`src/rtl/riscv_mem_pkg.sv`:
```
// rtl/riscv_mem_pkg.sv - funct3 encodings, LSU FSM states and lane-strobe helpers
package riscv_mem_pkg;

  localparam logic [2:0] F3_LB  = 3'b000;
  localparam logic [2:0] F3_LH  = 3'b001;
  localparam logic [2:0] F3_LW  = 3'b010;
  localparam logic [2:0] F3_LD  = 3'b011;
  localparam logic [2:0] F3_LBU = 3'b100;
  localparam logic [2:0] F3_LHU = 3'b101;
  localparam logic [2:0] F3_LWU = 3'b110;

  localparam logic [2:0] F3_SB = 3'b000;
  localparam logic [2:0] F3_SH = 3'b001;
  localparam logic [2:0] F3_SW = 3'b010;
  localparam logic [2:0] F3_SD = 3'b011;

  localparam logic [1:0] SZ_B = 2'd0;
  localparam logic [1:0] SZ_H = 2'd1;
  localparam logic [1:0] SZ_W = 2'd2;
  localparam logic [1:0] SZ_D = 2'd3;

  localparam logic [7:0] STRB_B = 8'h01;
  localparam logic [7:0] STRB_H = 8'h03;
  localparam logic [7:0] STRB_W = 8'h0F;
  localparam logic [7:0] STRB_D = 8'hFF;

  typedef enum logic {
    ST_IDLE = 1'b0,
    ST_WAIT = 1'b1
  } lsu_state_e;

  function automatic logic [7:0] size_strobe(input logic [1:0] size);
    case (size)
      SZ_B:    return STRB_B;
      SZ_H:    return STRB_H;
      SZ_W:    return STRB_W;
      default: return STRB_D;
    endcase
  endfunction

  // Low address bits that must be zero for a naturally aligned access.
  function automatic logic [2:0] size_mask(input logic [1:0] size);
    case (size)
      SZ_B:    return 3'b000;
      SZ_H:    return 3'b001;
      SZ_W:    return 3'b011;
      default: return 3'b111;
    endcase
  endfunction

endpackage

```
`src/rtl/lsu_lane_align.sv`:
```
// rtl/lsu_lane_align.sv - byte-lane placement of store data and load extract/extend
module lsu_lane_align
  import riscv_mem_pkg::*;
#(
  parameter int XLEN = 64
) (
  input  logic [1:0]      size,
  input  logic [2:0]      offset,
  input  logic            is_unsigned,
  input  logic [XLEN-1:0] store_data,
  input  logic [XLEN-1:0] load_word,
  output logic [7:0]      wstrb,
  output logic [XLEN-1:0] wdata,
  output logic [XLEN-1:0] ldata
);

  logic [XLEN-1:0] shifted;

  assign wstrb   = size_strobe(size) << offset;
  assign wdata   = store_data << {offset, 3'b000};
  assign shifted = load_word >> {offset, 3'b000};

  always_comb begin
    ldata = shifted;
    case (size)
      SZ_B: ldata = {{(XLEN-8){~is_unsigned & shifted[7]}}, shifted[7:0]};
      SZ_H: ldata = {{(XLEN-16){~is_unsigned & shifted[15]}}, shifted[15:0]};
      SZ_W: ldata = {{(XLEN-32){~is_unsigned & shifted[31]}}, shifted[31:0]};
      default: ldata = shifted;
    endcase
  end

endmodule

```
`src/rtl/mem_stage_lsu.sv`:
```
// rtl/mem_stage_lsu.sv - MEM-stage load/store unit with req/ack data-memory port
// Optional MEM_MISALIGN_TRAP_EN: misaligned accesses retire with mem_misaligned instead of aligning down.
module mem_stage_lsu
  import riscv_mem_pkg::*;
#(
  parameter int XLEN = 64
) (
  input  logic            clk,
  input  logic            reset_n,
  input  logic            in_valid,
  input  logic            MemRead,
  input  logic            MemWrite,
  input  logic            RegWrite,
  input  logic            MemtoReg,
  input  logic [2:0]      funct3,
  input  logic [XLEN-1:0] Result,
  input  logic [XLEN-1:0] Write_Data,
  input  logic [4:0]      RD,
  output logic            stall,
  output logic            out_valid,
  output logic            RegWrite_o,
  output logic            MemtoReg_o,
  output logic [XLEN-1:0] Read_Data_Memory,
  output logic [XLEN-1:0] Result_o,
  output logic [4:0]      RD_o,
`ifdef MEM_MISALIGN_TRAP_EN
  output logic            mem_misaligned,
`endif
  output logic            dmem_req,
  output logic            dmem_we,
  output logic [XLEN-1:0] dmem_addr,
  output logic [XLEN-1:0] dmem_wdata,
  output logic [7:0]      dmem_wstrb,
  input  logic            dmem_ack,
  input  logic [XLEN-1:0] dmem_rdata
);

  lsu_state_e      state_q;
  logic [1:0]      size_q;
  logic [2:0]      offset_q;
  logic            unsigned_q, we_q;
  logic [XLEN-1:0] addr_q, wdata_q;
  logic [7:0]      wstrb_q;
  logic            out_valid_q, regwrite_q, memtoreg_q;
  logic [XLEN-1:0] rdm_q, result_q;
  logic [4:0]      rd_q;

  logic            mem_op, accept, trap, misaligned_in, unsigned_in;
  logic [1:0]      size_in, size_sel;
  logic [2:0]      mask_in, offset_in, offset_sel;
  logic [7:0]      wstrb_a;
  logic [XLEN-1:0] wdata_a, ldata_a;

  // Stores win when both MemRead and MemWrite are set; store funct3 1xx is SD.
  assign mem_op        = in_valid & (MemRead | MemWrite);
  assign size_in       = (MemWrite & funct3[2]) ? SZ_D : funct3[1:0];
  assign unsigned_in   = ~MemWrite & (funct3 == F3_LBU || funct3 == F3_LHU || funct3 == F3_LWU);
  assign mask_in       = size_mask(size_in);
  assign misaligned_in = |(Result[2:0] & mask_in);
  assign offset_in     = Result[2:0] & ~mask_in;

`ifdef MEM_MISALIGN_TRAP_EN
  logic misaligned_q;
  assign trap           = mem_op & misaligned_in;
  assign mem_misaligned = misaligned_q;
`else
  assign trap = 1'b0;
  logic unused_misaligned;
  assign unused_misaligned = misaligned_in;
`endif

  assign accept = mem_op & ~trap;

  // One aligner: fed from the live inputs at accept, from the latched request at ack.
  assign size_sel   = (state_q == ST_WAIT) ? size_q : size_in;
  assign offset_sel = (state_q == ST_WAIT) ? offset_q : offset_in;

  lsu_lane_align #(.XLEN(XLEN)) u_align (
    .size        (size_sel),
    .offset      (offset_sel),
    .is_unsigned (unsigned_q),
    .store_data  (Write_Data),
    .load_word   (dmem_rdata),
    .wstrb       (wstrb_a),
    .wdata       (wdata_a),
    .ldata       (ldata_a)
  );

  assign stall            = (state_q == ST_IDLE) ? accept : ~dmem_ack;
  assign dmem_req         = (state_q == ST_WAIT);
  assign dmem_we          = we_q;
  assign dmem_addr        = addr_q;
  assign dmem_wdata       = wdata_q;
  assign dmem_wstrb       = wstrb_q;
  assign out_valid        = out_valid_q;
  assign RegWrite_o       = regwrite_q;
  assign MemtoReg_o       = memtoreg_q;
  assign Read_Data_Memory = rdm_q;
  assign Result_o         = result_q;
  assign RD_o             = rd_q;

  always_ff @(posedge clk or negedge reset_n) begin
    if (!reset_n) begin
      state_q     <= ST_IDLE;
      size_q      <= '0;
      offset_q    <= '0;
      unsigned_q  <= 1'b0;
      we_q        <= 1'b0;
      addr_q      <= '0;
      wdata_q     <= '0;
      wstrb_q     <= '0;
      out_valid_q <= 1'b0;
      regwrite_q  <= 1'b0;
      memtoreg_q  <= 1'b0;
      rdm_q       <= '0;
      result_q    <= '0;
      rd_q        <= '0;
`ifdef MEM_MISALIGN_TRAP_EN
      misaligned_q <= 1'b0;
`endif
    end else begin
      out_valid_q <= 1'b0;
`ifdef MEM_MISALIGN_TRAP_EN
      misaligned_q <= 1'b0;
`endif
      case (state_q)
        ST_IDLE: begin
          regwrite_q <= RegWrite;
          memtoreg_q <= MemtoReg;
          result_q   <= Result;
          rd_q       <= RD;
          rdm_q      <= '0;
          if (trap) begin
            out_valid_q <= 1'b1;
            regwrite_q  <= 1'b0;
`ifdef MEM_MISALIGN_TRAP_EN
            misaligned_q <= 1'b1;
`endif
          end else if (accept) begin
            state_q    <= ST_WAIT;
            size_q     <= size_in;
            offset_q   <= offset_in;
            unsigned_q <= unsigned_in;
            we_q       <= MemWrite;
            addr_q     <= {Result[XLEN-1:3], 3'b000};
            wdata_q    <= wdata_a;
            wstrb_q    <= wstrb_a;
          end else begin
            out_valid_q <= in_valid;
          end
        end
        ST_WAIT: begin
          if (dmem_ack) begin
            out_valid_q <= 1'b1;
            rdm_q       <= we_q ? '0 : ldata_a;
            state_q     <= ST_IDLE;
          end
        end
        default: state_q <= ST_IDLE;
      endcase
    end
  end

endmodule

```
`config.mk`:
```
export PLATFORM = sky130hd
export DESIGN_NAME = mem_stage_lsu
export DESIGN_NICKNAME = d
export VERILOG_FILES = /design/src/rtl/riscv_mem_pkg.sv /design/src/rtl/lsu_lane_align.sv /design/src/rtl/mem_stage_lsu.sv
export SDC_FILE = /design/constraint.sdc
export NUM_CORES = 1
export LEC_CHECK = 0
export BUFFER_PORTS_ARGS = -buffer_cell sky130_fd_sc_hd__buf_2
export CAP_MARGIN = 20
export CORE_MARGIN = 3
export CORE_UTILIZATION = 40
export CTS_CLUSTER_DIAMETER = 60
export DETAILED_ROUTE_END_ITERATION = 6
export PLACE_DENSITY_LB_ADDON = 0.1
export SYNTH_ARGS = -nofsm -noshare
export SYNTH_HDL_FRONTEND = slang
export SYNTH_SLANG_ARGS = --single-unit
```
`constraint.sdc`:
```
create_clock -name clk -period 7 [get_ports clk]
set_input_delay 0.7 -clock clk [delete_from_list [all_inputs] [get_ports clk]]
set_output_delay 0.7 -clock clk [all_outputs]
set_load 0.005 [all_outputs]
```
==> summary.md, run 1 <==
| Metric | Value |
|---|---|
| Reg2Reg Depth | 8 |
| Max IR drop VDD | 0.181 mV |
| Die width | 195 µm |
| Worst-margin pin slew | 1070 ps |
| PostCTS Resize Cnt | 0 |
| CTS Buffer Depth | 3 |
| CTS Buf Count | 37 |
| DP HPWL | 38.0 mm |
| CTS Hold Bufs | 0 |
| Post-synthesis sequential area ratio | 48.6% |
| Number of synthesized flops with an enable pin | 0 |
| PwrDens | 310 nW/µm² |
| Commonest cells in the synthesized netlist | nand2_1, dfrtp_1, o21ai_0, mux2i_1, clkbuf_1 |
| Synthesis Warnings | 0 |
| # IOs | 483 |
| MaxCap Viol Count | 0 |
| Detailed Routing Iterations Pass 1 | 6 |
| Syn Inst Count | 1528 |
| Final Max Slew Viols | 0 |
| Synth top area share | 48.6% |
| Fmax | 271 MHz |
| Initial antenna violation count | 7 |
| Via/cell ratio | 5.63 |
| Port Buffers | 479 |
| Cell Chain, Critical Path | nand2_1, o31ai_4, buf_4, nand2_2, o22ai_1, o211a_1, a22oi_1, o21ai_0 |
| Global route total overflow | 0 |
| Cells after DPL | 2360 |
| Post-synth top flop | dfrtp_1 |
| HP Class | input pin to async pin |
| CP Class | register to register |
| Final worst path period share | 52.7% |
| Largest cells by area after synthesis | dfrtp_1, nand2_1, mux2i_1 |
| Routability congestion estimate | 0.884 |
| Post-Layout Cell Count | 2431 |
| Gr usage total | 27.5% |
| Vias in the first global route | 13.4k |
| Slew HR | 28.2% |
| H-tree levels | 2 |
| Outcome | completed |
| Largest net degree at the start of global routing | 170 |
| Worst R2R Setup Slack | 3310 ps |
| CP Capture Type | register |
| Core ar. | 34900 µm² |
| Most instantiated library cell after synthesis | nand2_1 |
| Syn_area_per_cell | 9.33 µm² |
| Total number of vias | 13.7k |
| FFs w/ async S/R, synth | 100% |
| CTS Sinks | 277 |
| RSZ-0062 raised after global routing | no |
| Post-Route Setup TNS | 0 ps |
| Initial DRC count | 1199 |
| Final hold vios | 0 |
| CTS root buffer | clkbuf_16 |
| Share of layout cells above drive strength 1 | 34.4% |
| Final wirelength | 54.4 mm |
| Setup crit start kind | register |
| Routed wire per std cell | 22.4 µm |
| Chip height | 195 µm |
| Arrival @ worst endpoint | 4110 ps |
| Synth Cell Area | 14300 µm² |
| Netlist cell types | 65 |
| Post-synthesis register bit count | 277 |
| Skew-Pair Late Insertion Delay | 520 ps |
| Synthesis-to-finish area growth | 27.2% |
| Maximum fanout along the worst path | 88 |
| Fin Clk Skew | 12.6 ps |
| Filler cell count | 3323 |
| Row Count | 68 |
| Final setup violation count | 0 |
| # DRC | 0 |
| Period minus WS final | 3690 ps |
| DRT antenna net count | 0 |
| Leak pwr | 9.42 nW |
| WP data required | 7420 ps |
| Die area | 38000 µm² |
| Largest area contributor in the netlist | dfrtp_1 |
| TritonCTS clock tree | yes |
| Clk slew on worst S/H paths | 60 ps |
| Initial core utilization | 40.9% |
| Nets | 2153 |
| First-pass GRT wire length | 82.7 mm |
| # Post-CTS Setup Buffers | 0 |
| Worst path slowest cell | o211a_1 |
| Max incr delay on CP | 760 ps |
[cells by family after synthesis]
| logic type | Yosys count | share of synthesized area [%] |
|---|---|---|
| AOI/OAI and AO/OA | 380 | 18.4 |
| muxes | 169 | 12.5 |
| buffers and inverters | 125 | 4.04 |
| and+or+nand+nor | 576 | 16.4 |
| other | 1 | 0.0263 |
| DFF | 277 | 48.6 |
[critical path, delay by kind of cell (launching register included)]
family / cells / cell delay, ps
buf+inv: 1 / 750
simple gates: 2 / 620
flops: 1 / 740
compound gates: 5 / 1440
[metrics by stage]
stage / total power, mW / worst slack [ps] / hold slack [ps] / utilization [%] / cell area, µm²
floorplan: 2.94 / 4360 / 404 / - / 14300
global placement: 3.70 / 3190 / 453 / 48.4 / 16900
detailed placement: 3.72 / 3060 / 458 / 48.4 / 16900
CTS: 5.66 / 3370 / 303 / 51.9 / 18100
global route: 5.92 / 3050 / 344 / 52.0 / 18100
finish: 5.62 / 3310 / 268 / 52.0 / 18100
[final timing paths]
check / end / startpoint
max in group asynchronous: dmem_wdata[13] / reset_n
min in group clk: dmem_addr[12] / Result[12]
max: Read_Data_Memory[46] / dmem_req
min: Read_Data_Memory[34] / reset_n
min reg2reg: dmem_wdata[35] / dmem_wdata[35]
max reg2reg: Read_Data_Memory[46] / dmem_req
[metal layers]
layer | vias to the layer above | global-route usage [%] | routed length, µm | share of wire, %
met1 | 6587 | 38.1 | 22600 | 42
li1 | 6214 | - | - | -
met4 | 6 | 8.66 | 1760 | 3.2
met5 | - | 0 | 32 | 0.059
met3 | 109 | 7.18 | 5620 | 10
met2 | 782 | 42.5 | 24300 | 45
[registers in the layout, indices dropped and copies added, names as in the netlist, 2 cells and up]
name              cells
RD_o                  5
dmem_addr            61
Read_Data_Memory     64
Result_o             64
offset_q              3
dmem_wstrb            8
dmem_wdata           64
size_q                2
[power by group]
group          internal (mW)  switching [mW]
clock                   1.17           0.740
sequential              1.93           0.217
combinational          0.635           0.928
[cell usage in the layout (no fill, tap or decap), drive strengths merged, types with 35 or more instances in the layout]
master / synthesis / layout
mux2i: 94 / 94
nand2: 462 / 462
nor2: 35 / 35
nand3: 42 / 42
dfrtp: 277 / 277
buf: 45 / 499
clkbuf: 78 / 45
o21ai: 135 / 135
a21oi: 56 / 56
mux2: 75 / 75
[final cells by class]
type | count | area [µm²] | share of cell area [%]
Sequential cell | 277 | 6940 | 38.2
Inverter | 2 | 7.51 | 0.0414
Timing Repair Buffer | 499 | 2590 | 14.3
Multi-Input combinational cell | 1128 | 6800 | 37.5
Clock inverter | 21 | 238 | 1.31
Clock buffer | 45 | 996 | 5.49
Tap cell | 455 | 569 | 3.14
Antenna cell | 4 | 10.0 | 0.0552
(Power assumes the default switching activity.)
==> run 2, diff against run 1 <==
clock period = 3.4 ns   (was 7 ns; I/O delays follow)
==> run 2 against run 1 <==
Against the previous run: die area is the same; critical endpoint is now Read_Data_Memory[17]; clock skew grew 4.6 ps; sequential share of layout area shrank 0.95 points; count of clock-buffer cells in the layout is the same; setup slack lost 3000 ps; core utilization grew 1.3 points; largest power group unchanged.
==> summary.md, run 2 (synthesis gave the netlist of run 1 again) <==
| Metric | Value |
|---|---|
| Total number of vias | 13.8k |
| Routability congestion estimate | 0.923 |
| Worst-margin pin slew | 1120 ps |
| Gr usage total | 28.3% |
| Worst Hold Endpoint | dmem_addr[48] |
| Final setup violation count | 0 |
| Area occupied by multi-input gates | 6800 µm² |
| PostCTS Resize Cnt | 0 |
| HP Class | input pin to register |
| Global route total overflow | 0 |
| Detailed Routing Iterations Pass 1 | 5 |
| Reg2reg end | Read_Data_Memory[17] |
| Routed wire per std cell | 22.5 µm |
| Filler cell count | 3289 |
| DP HPWL | 40.2 mm |
| Post-place setup slack | 361 ps |
| Commonest non-fill, non-tap cell in the layout | buf_2 |
| Initial core utilization | 40.9% |
| Port Buffers | 479 |
| Worst R2R Setup Slack | 350 ps |
| Share of layout cells above drive strength 1 | 34.3% |
| Die width | 195 µm |
| Vias in the first global route | 13.5k |
| TritonCTS clock tree | yes |
| CTS Buf Count | 36 |
| Final worst path period share | 89.7% |
| # DRC | 0 |
| CTS Sinks | 277 |
| Maximum fanout along the worst path | 36 |
| Setup crit start kind | register |
| First-pass GRT wire length | 84.3 mm |
| CTS root buffer | clkbuf_16 |
| RR Startpoint | dmem_req |
| Slew HR | 24.9% |
| Core ar. | 34900 µm² |
| Leak pwr | 9.63 nW |
| Final hold vios | 0 |
| Initial antenna violation count | 4 |
| CTS Buffer Depth | 3 |
| Clk slew on worst S/H paths | 60 ps |
| Row Count | 68 |
| WP data required | 3870 ps |
| # Post-CTS Setup Buffers | 0 |
| Max IR drop VDD | 0.438 mV |
| CP Capture Type | register |
| Skew-Pair Late Insertion Delay | 540 ps |
| Largest net degree at the start of global routing | 88 |
| H-tree levels | 2 |
| Worst Hold Launch | Result[48] |
| CP Class | register to register |
| Final WS setup | 350 ps |
| PwrDens | 616 nW/µm² |
| Nets | 2206 |
| Arrival @ worst endpoint | 3520 ps |
| Most frequent cells in the layout | buf_2, nand2_1, dfrtp_1 |
| Outcome | completed |
| RSZ-0062 raised after global routing | no |
| Die area | 38000 µm² |
| Post-Route Setup TNS | 0 ps |
| Via/cell ratio | 5.58 |
| DRT antenna net count | 0 |
| Final wirelength | 55.7 mm |
| Synthesis-to-finish area growth | 30.4% |
| # IOs | 483 |
| MaxCap Viol Count | 0 |
| Chip height | 195 µm |
| Period minus WS final | 3050 ps |
| Fin Clk Skew | 17.2 ps |
| Storage cell area | 6940 µm² |
| Fmax | 328 MHz |
| Final Max Slew Viols | 0 |
| Reg2Reg Depth | 6 |
| Hold path depth | 3 |
| Initial DRC count | 1051 |
-- run 2: per-layer routing --
metal,global-route usage [%],vias up,share of wire [%]
li1,-,6304,-
met1,39.5,6657,42
met2,43.8,757,45
met3,6.52,104,9.6
met4,9.08,2,3.1
met5,0,-,0.036
-- run 2: cell type report --
type                    count  area share (%)
well taps                 455            3.06
inverters                   2          0.0403
clock inverters            15           0.941
clock buffers              45            5.19
diodes                      3          0.0403
multi-input cells        1128            36.5
repair buffers            553            16.9
flip-flops and latches    277            37.3
-- run 2: where the power goes --
part	internal (mW)	switching [mW]
Combinational	1.38	1.95
Clock	2.25	1.49
Sequential	3.97	0.429
Total	7.60	3.87
-- run 2: worst max path at each step --
stage             start              endpoint  slack (ps)  cells after the start
2_1_floorplan  MemWrite  Read_Data_Memory[23]        1120                     10
3_3_place_gp   MemWrite  Read_Data_Memory[38]         410                      9
3_5_place_dp   MemWrite  Read_Data_Memory[38]         360                      9
4_1_cts        dmem_req  Read_Data_Memory[38]         400                      8
5_1_grt        dmem_req  Read_Data_Memory[19]         220                      6
6_report       dmem_req  Read_Data_Memory[17]         350                      6
-- run 2: through the flow --
stage	util [%]	hold WS [ps]	instances	area, µm²	power, mW
finish	53.3	32.1	2478	18600	11.5
global placement	49.2	430	2386	17200	7.70
floorplan	-	44.4	1530	14300	6.05
detailed placement	49.2	435	2386	17200	7.74
global route	53.3	19.4	2478	18600	12.1
CTS	53.3	0.263	2475	18600	11.6
-- run 2: repair_timing --
action	4_1_cts	5_1_grt
endpoints found under the hold margin	109	0
hold buffers	29	0
setup endpoints to repair	0	0
-- run 2: critical path: stages, from the launching register on --
cell     delay (ps)
dfrtp_4         640
nor2b_1         330
a22o_2          460
buf_4           470
nand2_1         510
o21ai_0         370
a221o_1         190
